==> src/rtl/uart_cmd_parser.sv <==
// Purpose: parses 6-byte servo/config frames (FF AA ID AH AL CS) from a byte receiver.
// Latency: outputs and the cmd_valid/frame_err pulses appear 1 clk after the CS rx_done.
// Backpressure: none; bytes arrive as rx_done pulses and are always consumed. A stalled frame times out.
module uart_cmd_parser #(
   parameter int TIMEOUT_CYCLES = 500000,
   parameter int MAX_ID         = 5,
   parameter int ANGLE_MAX      = 2500
) (
   input  logic        clk,
   input  logic        reset_n,
   input  logic [7:0]  rx_data,
   input  logic        rx_done,
   output logic [2:0]  baud_set,
   output logic [7:0]  servo_id,
   output logic [15:0] servo_angle,
   output logic        cmd_valid,
   output logic        frame_err,
   output logic        busy
);

   localparam int              TW         = (TIMEOUT_CYCLES > 2) ? $clog2(TIMEOUT_CYCLES) : 1;
   localparam logic [TW-1:0]   TERM       = TW'(TIMEOUT_CYCLES - 1);
   localparam logic [7:0]      MAX_ID_B   = 8'(MAX_ID);
   localparam logic [15:0]     ANGLE_MAX_W = 16'(ANGLE_MAX);
   localparam logic [7:0]      CFG_ID     = 8'hF0;
   localparam logic [7:0]      BAUD_MAX   = 8'd4;
   localparam logic [7:0]      HDR1_B     = 8'hFF;
   localparam logic [7:0]      HDR2_B     = 8'hAA;

   typedef enum logic [2:0] {
      IDLE   = 3'd0,
      HDR2   = 3'd1,
      GET_ID = 3'd2,
      GET_AH = 3'd3,
      GET_AL = 3'd4,
      GET_CS = 3'd5
   } state_t;

   // Payload bytes captured while the frame is being received.
   typedef struct packed {
      logic [7:0] id;
      logic [7:0] ah;
      logic [7:0] al;
   } frame_t;

   state_t        state_q, state_d;
   logic [TW-1:0] timer_q, timer_d;
   frame_t        frm_q, frm_d;
   logic [7:0]    cs_q, cs_d;
   logic [2:0]    baud_q, baud_d;
   logic [7:0]    servo_id_q, servo_id_d;
   logic [15:0]   servo_angle_q, servo_angle_d;
   logic          cmd_valid_q, cmd_valid_d;
   logic          frame_err_q, frame_err_d;
   logic          busy_q, busy_d;

   logic          timeout;
   logic          is_cfg;
   logic          frame_bad;

   // A byte arriving on the terminal count wins over the timeout.
   assign timeout = (state_q != IDLE) && !rx_done && (timer_q == TERM);

   // Frame legality, evaluated against the CS byte currently on rx_data.
   assign is_cfg    = (frm_q.id == CFG_ID);
   assign frame_bad = (rx_data != cs_q) ||
                      (is_cfg  && (frm_q.al > BAUD_MAX)) ||
                      (!is_cfg && (frm_q.id > MAX_ID_B)) ||
                      (!is_cfg && ({frm_q.ah, frm_q.al} > ANGLE_MAX_W));

   // State register.
   always_ff @(posedge clk or negedge reset_n) begin
      if (!reset_n) state_q <= IDLE;
      else          state_q <= state_d;
   end

   // Next-state logic; once past the header, 0xFF is ordinary data.
   always_comb begin
      state_d = state_q;
      if (timeout) begin
         state_d = IDLE;
      end else if (rx_done) begin
         case (state_q)
            IDLE:    if (rx_data == HDR1_B) state_d = HDR2;
            HDR2:    if (rx_data == HDR2_B)      state_d = GET_ID;
                     else if (rx_data != HDR1_B) state_d = IDLE;
            GET_ID:  state_d = GET_AH;
            GET_AH:  state_d = GET_AL;
            GET_AL:  state_d = GET_CS;
            GET_CS:  state_d = IDLE;
            default: state_d = IDLE;
         endcase
      end
   end

   // Output and datapath next values: byte capture, checksum, timer, result pulses.
   always_comb begin
      timer_d       = (rx_done || (state_q == IDLE) || timeout) ? '0 : timer_q + TW'(1);
      frm_d         = frm_q;
      cs_d          = cs_q;
      baud_d        = baud_q;
      servo_id_d    = servo_id_q;
      servo_angle_d = servo_angle_q;
      cmd_valid_d   = 1'b0;
      frame_err_d   = 1'b0;
      busy_d        = (state_d != IDLE);
      if (timeout) begin
         frame_err_d = 1'b1;
      end else if (rx_done) begin
         case (state_q)
            HDR2:   if (rx_data == HDR2_B) cs_d = 8'h00;
            GET_ID: begin
               frm_d.id = rx_data;
               cs_d     = cs_q + rx_data;
            end
            GET_AH: begin
               frm_d.ah = rx_data;
               cs_d     = cs_q + rx_data;
            end
            GET_AL: begin
               frm_d.al = rx_data;
               cs_d     = cs_q + rx_data;
            end
            GET_CS: begin
               if (frame_bad) begin
                  frame_err_d = 1'b1;
               end else if (is_cfg) begin
                  baud_d = frm_q.al[2:0];
               end else begin
                  servo_id_d    = frm_q.id;
                  servo_angle_d = {frm_q.ah, frm_q.al};
                  cmd_valid_d   = 1'b1;
               end
            end
            default: ;
         endcase
      end
   end

   // Datapath and output registers.
   always_ff @(posedge clk or negedge reset_n) begin
      if (!reset_n) begin
         timer_q       <= '0;
         frm_q         <= '0;
         cs_q          <= 8'h00;
         baud_q        <= 3'd0;
         servo_id_q    <= 8'h00;
         servo_angle_q <= 16'h0000;
         cmd_valid_q   <= 1'b0;
         frame_err_q   <= 1'b0;
         busy_q        <= 1'b0;
      end else begin
         timer_q       <= timer_d;
         frm_q         <= frm_d;
         cs_q          <= cs_d;
         baud_q        <= baud_d;
         servo_id_q    <= servo_id_d;
         servo_angle_q <= servo_angle_d;
         cmd_valid_q   <= cmd_valid_d;
         frame_err_q   <= frame_err_d;
         busy_q        <= busy_d;
      end
   end

   assign baud_set    = baud_q;
   assign servo_id    = servo_id_q;
   assign servo_angle = servo_angle_q;
   assign cmd_valid   = cmd_valid_q;
   assign frame_err   = frame_err_q;
   assign busy        = busy_q;

endmodule

==> config.mk <==
export PLATFORM = sky130hd
export DESIGN_NAME = uart_cmd_parser
export DESIGN_NICKNAME = d
export VERILOG_FILES = /design/src/rtl/uart_cmd_parser.sv
export SDC_FILE = /design/constraint.sdc
export NUM_CORES = 1
export LEC_CHECK = 0
export ABC_AREA = 1
export BUFFER_PORTS_ARGS = -buffer_cell sky130_fd_sc_hd__buf_2
export CAP_MARGIN = 20
export CORE_ASPECT_RATIO = 0.6
export CORE_UTILIZATION = 45
export DETAILED_ROUTE_END_ITERATION = 8
export GPL_ROUTABILITY_DRIVEN = 0
export PLACE_DENSITY = 0.69
export SLEW_MARGIN = 30
export SYNTH_ARGS = -nofsm -noshare
export SYNTH_HDL_FRONTEND = slang
export SYNTH_SLANG_ARGS = --single-unit
==> constraint.sdc <==
create_clock -name clk -period 4 [get_ports clk]
set_input_delay 0 -clock clk [delete_from_list [all_inputs] [get_ports clk]]
set_output_delay 0 -clock clk [all_outputs]
set_load 0.02 [all_outputs]
==> Word-level counts from Yosys, hierarchy flattened <==
Index checks and enable logic that the tools add are counted.
{ "op_classes": {"addsub": 2, "mux": 18, "n_bitwise": 3, "order_cmp": 3, "n_mul": 0, "n_div": 0, "shifts": 0, "n_eq_ne": 12, "reduce_logical": 23} }
{ "op_table": {"columns": ["operator", "count"], "rows": [
  ["$eq A8 B8 Y1 const B", 3],
  ["$add A19 B1 Y19 const B", 1],
  ["$eq A19 B19 Y1 const B", 1],
  ["$mux W19", 1],
  ["$gt A16 B12 Y1 const B", 1],
  ["$gt A8 B3 Y1 const B", 2],
  ["$pmux W8 S2", 1],
  ["$mux W3", 5],
  ["$pmux W3 S5", 1],
  ["$reduce_and A5 Y1", 2],
  ["$mux W1", 9],
  ["$reduce_and A3 Y1", 3],
  ["$add A8 B8 Y8", 1],
  ["$mux W8", 1],
  ["$ne A8 B8 Y1", 1],
  ["$ne A8 B8 Y1 const B", 1],
  ["$eq A3 B2 Y1 const B", 2],
  ["$eq A3 B3 Y1 const B", 2],
  ["$reduce_bool A3 Y1", 2],
  ["$logic_and A1 B1 Y1", 5],
  ["$logic_or A1 B1 Y1", 5],
  ["$reduce_and A4 Y1", 1],
  ["$eq A3 B1 Y1 const B", 1],
  ["$logic_not A3 Y1", 1],
  ["5 further kinds", 8]
]} }
{ "totals": {"word_cells": 73, "ram_bits": 0, "n_memories": 0, "latch_bits": 0, "input_bits": 11, "reg_bits": 84, "output_inout_bits": 30, "romBits": 0} }

==> Depth between registers and ports, before layout <==
Gate-level depths: netlist (run 1).
{ "logic_depth": {"word_depth": 9, "ltp_mapped": 11, "mapped_depth_nobuf": 10} }

==> Worst setup path after synthesis (run 1) <==
No wires, ideal clock.
{ "synth_timing": {"kind": "reg-to-reg", "from": "reg cs_q[5]", "to": "reg servo_angle_q[2], in the netlist servo_angle[2]", "arrival_time_ps": 1583, "n_path_buf": 1, "t_required_ps": 3883, "synth_period_minus_slack_ps": 1700, "path_stages_with_launch": 11, "setup_ps": 117, "slack_ps": 2300, "cell_sequence": "dfrtp_1 > ha_1 > nor3_1 > nand2_1 > nor2_1 > nand2_1 > nor2_4 > nand3_4 > buf_6 > nand2_1 > nand2_1"} }
{ "synth_between": {"elab_chain_cells": 6} }
{ "synth_lines": {"columns": ["element", "line_no", "text"], "rows": [
  ["start: declaration", "49", "logic [7:0] cs_q, cs_d;"],
  ["start signal: assignment", "155", "cs_q <= cs_d;"],
  ["$ne A8 B8 Y1", "66", "assign frame_bad = (rx_data != cs_q) ||"],
  ["$logic_or A1 B1 Y1", "66", null],
  ["$logic_or A1 B1 Y1", "67", "(is_cfg && (frm_q.al > BAUD_MAX)) ||"],
  ["$logic_or A1 B1 Y1", "68", "(!is_cfg && (frm_q.id > MAX_ID_B)) ||"],
  ["$not A1 Y1 (no line)", null, null],
  ["$reduce_and A5 Y1 (no line)", null, null],
  ["end signal: assignment", "158", "servo_angle_q <= servo_angle_d;"],
  ["end: declaration", "52", "logic [15:0] servo_angle_q, servo_angle_d;"]
]} }
Every way passes these cells.
A chain may end at the register's enable or synchronous reset.

==> Worst setup path after layout (run 1) <==
{ "layout_timing": {"from": "reg cs_q[5]", "to": "reg servo_id_q[0], in the netlist servo_id[0]"} }
{ "layout_between": {"elab_chain_cells": 6} }
{ "layout_lines": {"columns": ["element", "line_no", "text"], "rows": [
  ["$ne A8 B8 Y1", "66", null],
  ["$logic_or A1 B1 Y1", "66", null],
  ["$logic_or A1 B1 Y1", "67", null],
  ["$logic_or A1 B1 Y1", "68", null],
  ["$not A1 Y1 (no line)", null, null],
  ["$reduce_and A5 Y1 (no line)", null, null],
  ["end signal: assignment", "157", "servo_id_q <= servo_id_d;"],
  ["end: declaration", "51", "logic [7:0] servo_id_q, servo_id_d;"]
]} }
Every way passes these cells.

==> flow_metrics.env, run 1 <==
export IMPL_worst_hold_slack_ns=0.0234
export IMPL_grt_busiest_layer="met1"
export IMPL_hpwl_um=6780
export IMPL_synth_commonest_cells="156 x nand2_1, 84 x dfrtp_1, 65 x nor2_1, 53 x inv_1, 31 x o21ai_0"
export IMPL_clkLatencyLatePin_ns=0.34
export IMPL_synth_top_area_share=0.500
export IMPL_grtUsageTotal=0.209
export IMPL_muxShareOfSynthArea=0
export IMPL_finalWorstSetupSlack_ns=1.66
export IMPL_yosys_area_share_simple=0.318
export IMPL_drc=0
export IMPL_die_area_mm2=0.00974
export IMPL_synth_xor_area_share=0.0250
export IMPL_maxSlewHeadroom=0.503
export IMPL_synth_cells=528
export IMPL_min_to="frm_q[14]"
export IMPL_synthTopCellsByArea="dfrtp_1 50%, nand2_1 14%, nor2_1 5.8%"
export IMPL_post_cts_buffers=0
export IMPL_finalCritPeriodShare=0.586
export IMPL_cp_max_fo=25
export IMPL_core_area_mm2=0.00878
export IMPL_numCtsBuffers=9
export IMPL_ioPinCount=41
export IMPL_clock_path_buffers=2
export IMPL_powerDensity_mw_per_mm2=496
export IMPL_cts_root_buffer="clkbuf_16"
export IMPL_synth_seq_cells=84
export IMPL_ys_seq_area_frac=0.500
export IMPL_critical_path_class="reg2reg"
export IMPL_grt_ovfl_total=0
export IMPL_cap_violations=0
export IMPL_synth_most_common_cell="nand2_1"
export IMPL_synth_top_family_by_area="simple AND/OR/NAND/NOR gates"
export IMPL_hold_depth=3
export IMPL_antenna_found_initial=0
export IMPL_num_antenna_cells=0
export IMPL_ir_drop_v=0.000250
export IMPL_report_final_slew_viol_count=0
export IMPL_p_total_w=0.00239
export IMPL_fin_nets=588
export IMPL_place_inst=668
export IMPL_reg2reg_depth=9
export IMPL_rows=26
export IMPL_skew_ns=0.00613
export IMPL_worstMarginPinSlew_ns=0.746
export IMPL_synth_compound_area_frac=0.0548
export IMPL_synth_main_ff_cell="dfrtp_1"
export IMPL_routed_via_density=5.21
export IMPL_grtUsageMet2=0.265
export IMPL_avgSynthCellArea_um2=7.96
export IMPL_endpoint_kind="register"
export IMPL_ys_warnings_count=0
export IMPL_r2r_setup_slack_ns=1.66
export IMPL_syn_area_mm2=0.00420
export IMPL_cts_resized=0
export IMPL_routedWlPerCell_um=13.7
export IMPL_cts_htree_levels=3
export IMPL_synth_nets=548
export IMPL_cp_cell_sequence="ha_1, nor3_1, nand2_1, nor2_1, nand2_1, nor2_4, nand3_4, nand2_1, nand2_1"
export IMPL_reg2reg_to="servo_id[0]"
export IMPL_die_x_um=127
export IMPL_grt_pass1_wl_um=15800
export IMPL_pre_cts_ws_ns=1.70
export IMPL_hp_class="in2reg"
export IMPL_hold_viol=0
export IMPL_wl_um=9390
export IMPL_antenna_left=0
export IMPL_status="finished clean"
export IMPL_fin_crit_ns=2.34
export IMPL_area_growth_pct=14.7
export IMPL_fp_dieH_um=76.8
export IMPL_arrival_ns=2.58
export IMPL_start_util=0.478
export IMPL_synthAdderAreaFrac=0.0286
export IMPL_layout_cells_non_filler=685
export IMPL_ys_types=30
export IMPL_clock_sinks=84
export IMPL_drive_gt1_frac=0.127
export IMPL_clkSlewWorstSetupHoldPaths_ns=0.06
export IMPL_worstHoldStart="rx_data[6]"
export IMPL_grt_met1_usage=0.335
export IMPL_synth_edf_count=0
export IMPL_fin_tns_setup_ns=0
export IMPL_cpMostUsedCell="nand2_1"
export IMPL_max_freq_mhz=427
export IMPL_portBuffers=40
export IMPL_use_met3=0.0502
export IMPL_cpPeakStageDelay_ns=0.40
export IMPL_power_leakage_nw=2.50
export IMPL_crit_required_ns=4.23
export IMPL_startpoint_type="register"
export IMPL_synth_top_cell_by_area="dfrtp_1"
export IMPL_setup_viol=0
export IMPL_rsz0062_at_grt="false"
export IMPL_drt_iter0_drc=272
export IMPL_first_global_vias=3100
export IMPL_tritoncts="built"
export IMPL_first_pass_iters=5
export IMPL_slowest_stage="nor2_4"
export IMPL_async_flop_share=1.00
export IMPL_crit_buf_inv=0
export IMPL_crit_family="simple AND/OR/NAND/NOR gates"
export IMPL_grt_max_degree=85
export IMPL_via_count=3570
export IMPL_r2r_start="cs_q[5]"
## placed cells by master, fill, tap and decap left out, drive strengths merged, types with 4 or more instances in the layout
cell,instances
inv,67
nor3,17
nor2,68
clkbuf,9
ha,8
o21ai,31
nand4,27
buf,40
dfrtp,84
xor2,9
nand2,156
nand3,29
a21oi,8
nor3b,4
## sequential cells by signal, indices dropped and copies added (netlist names)
name	count
baud_set	3
busy	1
cmd_valid	1
cs_q	8
frame_err	1
frm_q	24
servo_angle	16
servo_id	8
state_q	3
timer_q	19
## power by group
group          switching (W)  leakage [nW]  internal [W]  total, W
logic               0.000277          1.19      0.000151  0.000428
registers           0.000100          1.15      0.000947   0.00105
clock network       0.000358         0.163      0.000559  0.000917
## metal layers
metal / up-vias / routed length (µm)
met5: - / 0
met4: 0 / 108
met3: 10 / 562
met2: 103 / 3550
met1: 1685 / 5170
li1: 1772 / -
## worst reg2reg max path, cell delays in order, from the launching register on
cell     delay (ns)
dfrtp_1        0.38
ha_1           0.37
nor3_1         0.22
nand2_1        0.07
nor2_1         0.11
nand2_1        0.09
nor2_4         0.40
nand3_4        0.34
nand2_1        0.18
nand2_1        0.06
## repair_timing
| action | CTS | global route |
|---|---|---|
| hold buffers | 1 | 0 |
| endpoints found under the hold margin | 84 | 0 |
| endpoints found under the setup margin | 0 | 0 |
## through the flow
step           utilization  area (µm²)
6_report             0.549        4820
2_1_floorplan            -        4200
4_1_cts              0.549        4820
3_5_place_dp         0.510        4480
5_1_grt              0.549        4820
3_3_place_gp         0.509        4470
## how the worst max path moves through the flow
stage / start / to / slack, ns / cells past startpoint
after floorplan: cs_q[5] / servo_angle[2] / 2.30 / 10
after global placement: cs_q[3] / servo_id[5] / 1.79 / 9
after detailed placement: cs_q[5] / servo_id[0] / 1.70 / 9
after CTS: cs_q[3] / servo_id[0] / 1.68 / 9
after global routing: cs_q[3] / servo_angle[7] / 1.43 / 9
final: cs_q[5] / servo_id[0] / 1.66 / 9
## cells by family (layout without fill, tap and decap cells)
family / after synthesis / after routing
fa+ha+maj: 9 / 9
flops: 84 / 84
simple gates: 304 / 304
xor+xnor: 12 / 12
compound gates: 44 / 44
buf+inv: 75 / 120
## layout make-up
type / instances / area (µm²)
Fill cell: 835 / 3970
Tap cell: 112 / 140
Timing Repair Buffer: 41 / 216
Multi-Input combinational cell: 369 / 1790
Clock inverter: 7 / 106
Inverter: 63 / 236
Sequential cell: 84 / 2100
Clock buffer: 9 / 225
No activity file was read; power rests on OpenSTA's default activity.
==> run 2, diff against run 1 <==
==> constraint.sdc (replaced) <==
create_clock -name clk -period 2.3 [get_ports clk]
set_input_delay 0 -clock clk [delete_from_list [all_inputs] [get_ports clk]]
set_output_delay 0 -clock clk [all_outputs]
set_load 0.02 [all_outputs]
==> run 2 against run 1 <==
Compared with the run above:
- critical path depth did not move
- critical path type unchanged
- via count rose by 0.11%
- final cell count rose by 0.58%
==> flow_metrics.env, run 2 (synthesis gave the netlist of run 1 again) <==
export IMPL_antenna_found_initial=0
export IMPL_worstMarginPinSlew_ns=0.557
export IMPL_r2r_setup_slack_ns=0.27
export IMPL_cts_resized=0
export IMPL_core_area_mm2=0.00878
export IMPL_crit_required_ns=2.52
export IMPL_fin_nets=592
export IMPL_clkLatencyLatePin_ns=0.33
export IMPL_tritoncts="built"
export IMPL_rows=26
export IMPL_endpoint_kind="register"
export IMPL_cts_htree_levels=3
export IMPL_grt_pass1_wl_um=15900
export IMPL_hpwl_um=6930
export IMPL_power_frac_clock=0.359
export IMPL_startpoint_type="register"
export IMPL_powerDensity_mw_per_mm2=837
export IMPL_post_cts_buffers=0
export IMPL_fin_tns_setup_ns=0
export IMPL_setup_viol=0
export IMPL_wl_met2_um=3670
export IMPL_fp_dieH_um=76.8
export IMPL_routed_via_density=5.19
export IMPL_reg2reg_to="servo_angle[4]"
export IMPL_top_register="frm_q"
export IMPL_ioPinCount=41
export IMPL_p_int_w=0.00277
export IMPL_top_layer="met4"
export IMPL_rsz0062_at_grt="false"
export IMPL_cap_violations=0
export IMPL_finalWorstSetupSlack_ns=0.266
export IMPL_drt_iter0_drc=264
export IMPL_reg2reg_depth=9
export IMPL_routedWlPerCell_um=13.6
export IMPL_cp_max_fo=25
export IMPL_ir_drop_v=0.000404
export IMPL_p_sw_w=0.00127
export IMPL_worstHoldStart="rx_data[6]"
export IMPL_holdBufCountCts=1
export IMPL_clkSlewWorstSetupHoldPaths_ns=0.06
export IMPL_clock_sinks=84
export IMPL_hp_class="in2reg"
export IMPL_grtUsageTotal=0.211
export IMPL_power_frac_seq=0.450
export IMPL_cp_startpoint="cs_q[3]"
export IMPL_first_global_vias=3229
export IMPL_report_final_slew_viol_count=0
export IMPL_skew_ns=0.00290
export IMPL_drc=0
export IMPL_p_sw_frac=0.313
export IMPL_first_pass_iters=5
export IMPL_finalCritPeriodShare=0.884
export IMPL_drive_gt1_frac=0.133
export IMPL_min_to="frm_q[6]"
export IMPL_maxSlewHeadroom=0.628
export IMPL_portBuffers=40
export IMPL_numCtsBuffers=9
export IMPL_largest_reg_flops=24
export IMPL_num_antenna_cells=0
export IMPL_start_util=0.478
export IMPL_hold_depth=3
export IMPL_comb_power_share=0.190
export IMPL_wl_met1_um=4980
export IMPL_area_growth_pct=14.9
export IMPL_mostFrequentLayoutCells="156 x nand2_1, 84 x dfrtp_1, 65 x nor2_1"
export IMPL_wl_um=9370
export IMPL_final_common_cell="nand2_1"
export IMPL_power_leakage_nw=2.50
export IMPL_critical_path_class="reg2reg"
export IMPL_grt_ovfl_total=0
export IMPL_via_count=3574
export IMPL_r2r_start="cs_q[3]"
export IMPL_pre_cts_ws_ns=0.272
export IMPL_cts_root_buffer="clkbuf_16"
export IMPL_arrival_ns=2.26
export IMPL_max_freq_mhz=492
export IMPL_die_x_um=127
export IMPL_status="finished clean"
export IMPL_fin_crit_ns=2.03
export IMPL_die_area_mm2=0.00974
export IMPL_grt_max_degree=45
export IMPL_hold_viol=0
export IMPL_wl_met3_um=628
export IMPL_antenna_left=0
export IMPL_clock_path_buffers=2
[run 2: layout make-up]
type	count	area, µm²
fill	831	3960
sequential	84	2100
multi-input combinational	369	1790
timing repair buffer	45	255
inverter	63	236
clock buffer	9	225
tap	112	140
clock inverter	7	75.1
[run 2: power by group through the flow]
stage / logic [W] / clock network [W] / registers (W)
floorplan: 0.000572 / 0 / 0.00179
global placement: 0.000730 / 0 / 0.00183
detailed placement: 0.000758 / 0 / 0.00184
CTS: 0.000763 / 0.00150 / 0.00181
global route: 0.000888 / 0.00156 / 0.00185
finish: 0.000769 / 0.00145 / 0.00182
[run 2: worst max-delay path: stages, from the launching register on]
cell	delay (ns)
dfrtp_1	0.38
ha_1	0.37
nor3_1	0.19
nand2_1	0.08
nor2_1	0.13
nand2_1	0.10
nor2_4	0.18
nand3_4	0.26
nand2_1	0.17
nand2_1	0.06
[run 2: metrics by stage]
stage / hold slack [ns] / cell area (µm²) / cells / util / total power [W]
after floorplan: -0.296 / 4200 / 528 / - / 0.00236
after global placement: 0.0217 / 4520 / 672 / 0.514 / 0.00256
after detailed placement: 0.0247 / 4520 / 672 / 0.514 / 0.00260
after CTS: 0.0132 / 4830 / 689 / 0.549 / 0.00407
after global routing: 0.0393 / 4830 / 689 / 0.549 / 0.00429
final: 0.0219 / 4830 / 689 / 0.549 / 0.00404
[run 2: how the worst max path moves through the flow]
stage               slack, ns              to  cells past startpoint
global placement         0.34     servo_id[1]                      9
floorplan                0.60  servo_angle[2]                     10
finish                   0.27  servo_angle[4]                      9
CTS                      0.26  servo_angle[4]                      9
global route             0.09  servo_angle[4]                      9
detailed placement       0.27  servo_angle[4]                      9
[run 2: metal layers]
metal	GRT usage	vias up
li1	-	1776
met1	0.322	1664
met2	0.281	125
met3	0.0565	9
met4	0.0714	0
met5	0	-
==> run 3, diff against run 2 <==
--- a/config.mk
+++ b/config.mk
@@ -9,10 +9,10 @@
 export BUFFER_PORTS_ARGS = -buffer_cell sky130_fd_sc_hd__buf_2
 export CAP_MARGIN = 20
 export CORE_ASPECT_RATIO = 0.6
-export CORE_UTILIZATION = 45
+export CORE_UTILIZATION = 59
 export DETAILED_ROUTE_END_ITERATION = 8
 export GPL_ROUTABILITY_DRIVEN = 0
-export PLACE_DENSITY = 0.69
+export PLACE_DENSITY = 0.86
 export SLEW_MARGIN = 30
 export SYNTH_ARGS = -nofsm -noshare
 export SYNTH_HDL_FRONTEND = slang
==> run 3 against run 2 <==
Compared with the run above:
- clock skew grew 0.0036 ns
- die area is 23% lower
- critical path depth did not move
- largest cell class unchanged
- sequential power barely moved
- clock-buffer cell count stayed put
- design area shrank 0.34%
- register-to-register slack lost 0.10 ns
- power up 3.6%
- sequential share of layout area rose by 0.15 points
- first-iteration DRC count grew 75%
- maximum frequency shrank 4.9%
- final cell count shrank 3.8%
==> flow_metrics.env, run 3 (synthesis gave the netlist of run 1 again) <==
export IMPL_status="finished clean"
export IMPL_top_layer="met4"
export IMPL_largest_reg_flops=24
export IMPL_die_area_mm2=0.00747
export IMPL_rows=23
export IMPL_drt_iter0_drc=462
export IMPL_hold_viol=0
export IMPL_critical_path_class="reg2reg"
export IMPL_num_antenna_cells=0
export IMPL_finalCritPeriodShare=0.930
export IMPL_grtUsageTotal=0.270
export IMPL_setup_viol=0
export IMPL_wl_um=9410
export IMPL_portBuffers=40
export IMPL_ir_drop_v=0.000513
export IMPL_crit_required_ns=2.54
export IMPL_n_fill_cell=536
export IMPL_clock_path_buffers=2
export IMPL_first_pass_iters=5
export IMPL_r2r_start="cs_q[3]"
export IMPL_hold_depth=3
export IMPL_numCtsBuffers=9
export IMPL_cts_htree_levels=3
export IMPL_wl_met2_um=3920
export IMPL_finalWorstSetupSlack_ns=0.162
export IMPL_fin_tns_setup_ns=0
export IMPL_worstMarginPinSlew_ns=0.733
export IMPL_cts_root_buffer="clkbuf_16"
export IMPL_pre_cts_ws_ns=0.192
export IMPL_routed_via_density=5.52
export IMPL_layout_cells_non_filler=663
export IMPL_report_final_slew_viol_count=0
export IMPL_grt_max_degree=85
export IMPL_crit_buf_inv=0
export IMPL_core_area_mm2=0.00676
export IMPL_rsz0062_at_grt="false"
export IMPL_grt_ovfl_total=0
export IMPL_crit_family="simple AND/OR/NAND/NOR gates"
export IMPL_r2r_setup_slack_ns=0.16
export IMPL_arrival_ns=2.37
export IMPL_powerDensity_mw_per_mm2=870
export IMPL_hp_class="in2reg"
export IMPL_first_global_vias=3222
export IMPL_final_common_cell="nand2_1"
export IMPL_min_to="frm_q[12]"
export IMPL_grt_pass1_wl_um=15300
export IMPL_skew_ns=0.00650
export IMPL_reg2reg_to="servo_id[2]"
export IMPL_clock_sinks=84
export IMPL_max_freq_mhz=468
export IMPL_cpPeakStageDelay_ns=0.40
export IMPL_via_count=3663
export IMPL_power_leakage_nw=2.51
export IMPL_multi_input_area_mm2=0.00179
export IMPL_fin_nets=591
export IMPL_cap_violations=0
export IMPL_worstHoldStart="rx_data[4]"
export IMPL_post_cts_buffers=0
export IMPL_drc=0
export IMPL_cp_max_fo=25
export IMPL_startpoint_type="register"
export IMPL_antenna_left=0
export IMPL_slowest_stage="dfrtp_1"
export IMPL_tritoncts="built"
export IMPL_fin_crit_ns=2.14
export IMPL_p_total_w=0.00418
export IMPL_drive_gt1_frac=0.132
export IMPL_mostFrequentLayoutCells="156 x nand2_1, 84 x dfrtp_1, 65 x nor2_1"
export IMPL_routedWlPerCell_um=14.2
export IMPL_antenna_found_initial=0
export IMPL_endpoint_kind="register"
export IMPL_start_util=0.621
export IMPL_place_inst=646
export IMPL_maxSlewHeadroom=0.512
export IMPL_die_x_um=111
export IMPL_area_growth_pct=14.5
export IMPL_ioPinCount=41
export IMPL_wl_met1_um=4500
export IMPL_cp_cell_sequence="ha_1, nor3_1, nand2_1, nor2_1, nand2_1, nor2_4, nand3_4, nand2_1, nand2_1"
export IMPL_wl_met3_um=837
export IMPL_clkLatencyLatePin_ns=0.34
export IMPL_clkSlewWorstSetupHoldPaths_ns=0.07
export IMPL_reg2reg_depth=9
export IMPL_cpMostUsedCell="nand2_1"
export IMPL_regArea_mm2=0.00210
export IMPL_fp_dieH_um=67.4
export IMPL_top_register="frm_q"
export IMPL_hpwl_um=6690
export IMPL_worst_hold_slack_ns=0.0404
-- run 3: stage by stage --
step | cell area [µm²] | utilization
after floorplan | 4200 | -
after global placement | 4460 | 0.660
after detailed placement | 4470 | 0.661
after CTS | 4810 | 0.711
after global routing | 4810 | 0.711
final | 4810 | 0.711
-- run 3: layer usage --
metal  global-route usage  vias up
met2                0.391      160
met3               0.0808       14
met5                    0        -
met4               0.0917        0
li1                     -     1775
met1                0.390     1714
-- run 3: how the worst max path moves through the flow --
stage,startpoint,end,cells after the start
6_report,cs_q[3],servo_id[2],9
5_1_grt,cs_q[5],servo_angle[4],9
4_1_cts,cs_q[3],servo_id[2],9
3_5_place_dp,cs_q[3],servo_id[2],9
3_3_place_gp,cs_q[5],servo_id[0],9
2_1_floorplan,cs_q[5],servo_angle[2],10
-- run 3: area by class of cell --
type                            instances  area share
Multi-Input combinational cell        369       0.373
Clock buffer                            9      0.0468
Tap cell                               87      0.0226
Sequential cell                        84       0.437
Inverter                               63      0.0492
Clock inverter                          7      0.0221
Timing Repair Buffer                   44      0.0497
-- run 3: worst min-delay path: stages --
cell and delay (ns):
buf_2 0.13, inv_1 0.11, o21ai_0 0.10
-- run 3: power by group --
| group | switching, W | internal [W] |
|---|---|---|
| sequential | 0.000176 | 0.00165 |
| combinational | 0.000492 | 0.000276 |
| clock | 0.000625 | 0.000970 |
| total | 0.00129 | 0.00289 |
-- run 3: what timing repair did --
action	4_1_cts	5_1_grt
gates resized for setup	0	0
endpoints found under the hold margin	84	0
hold buffers	1	0
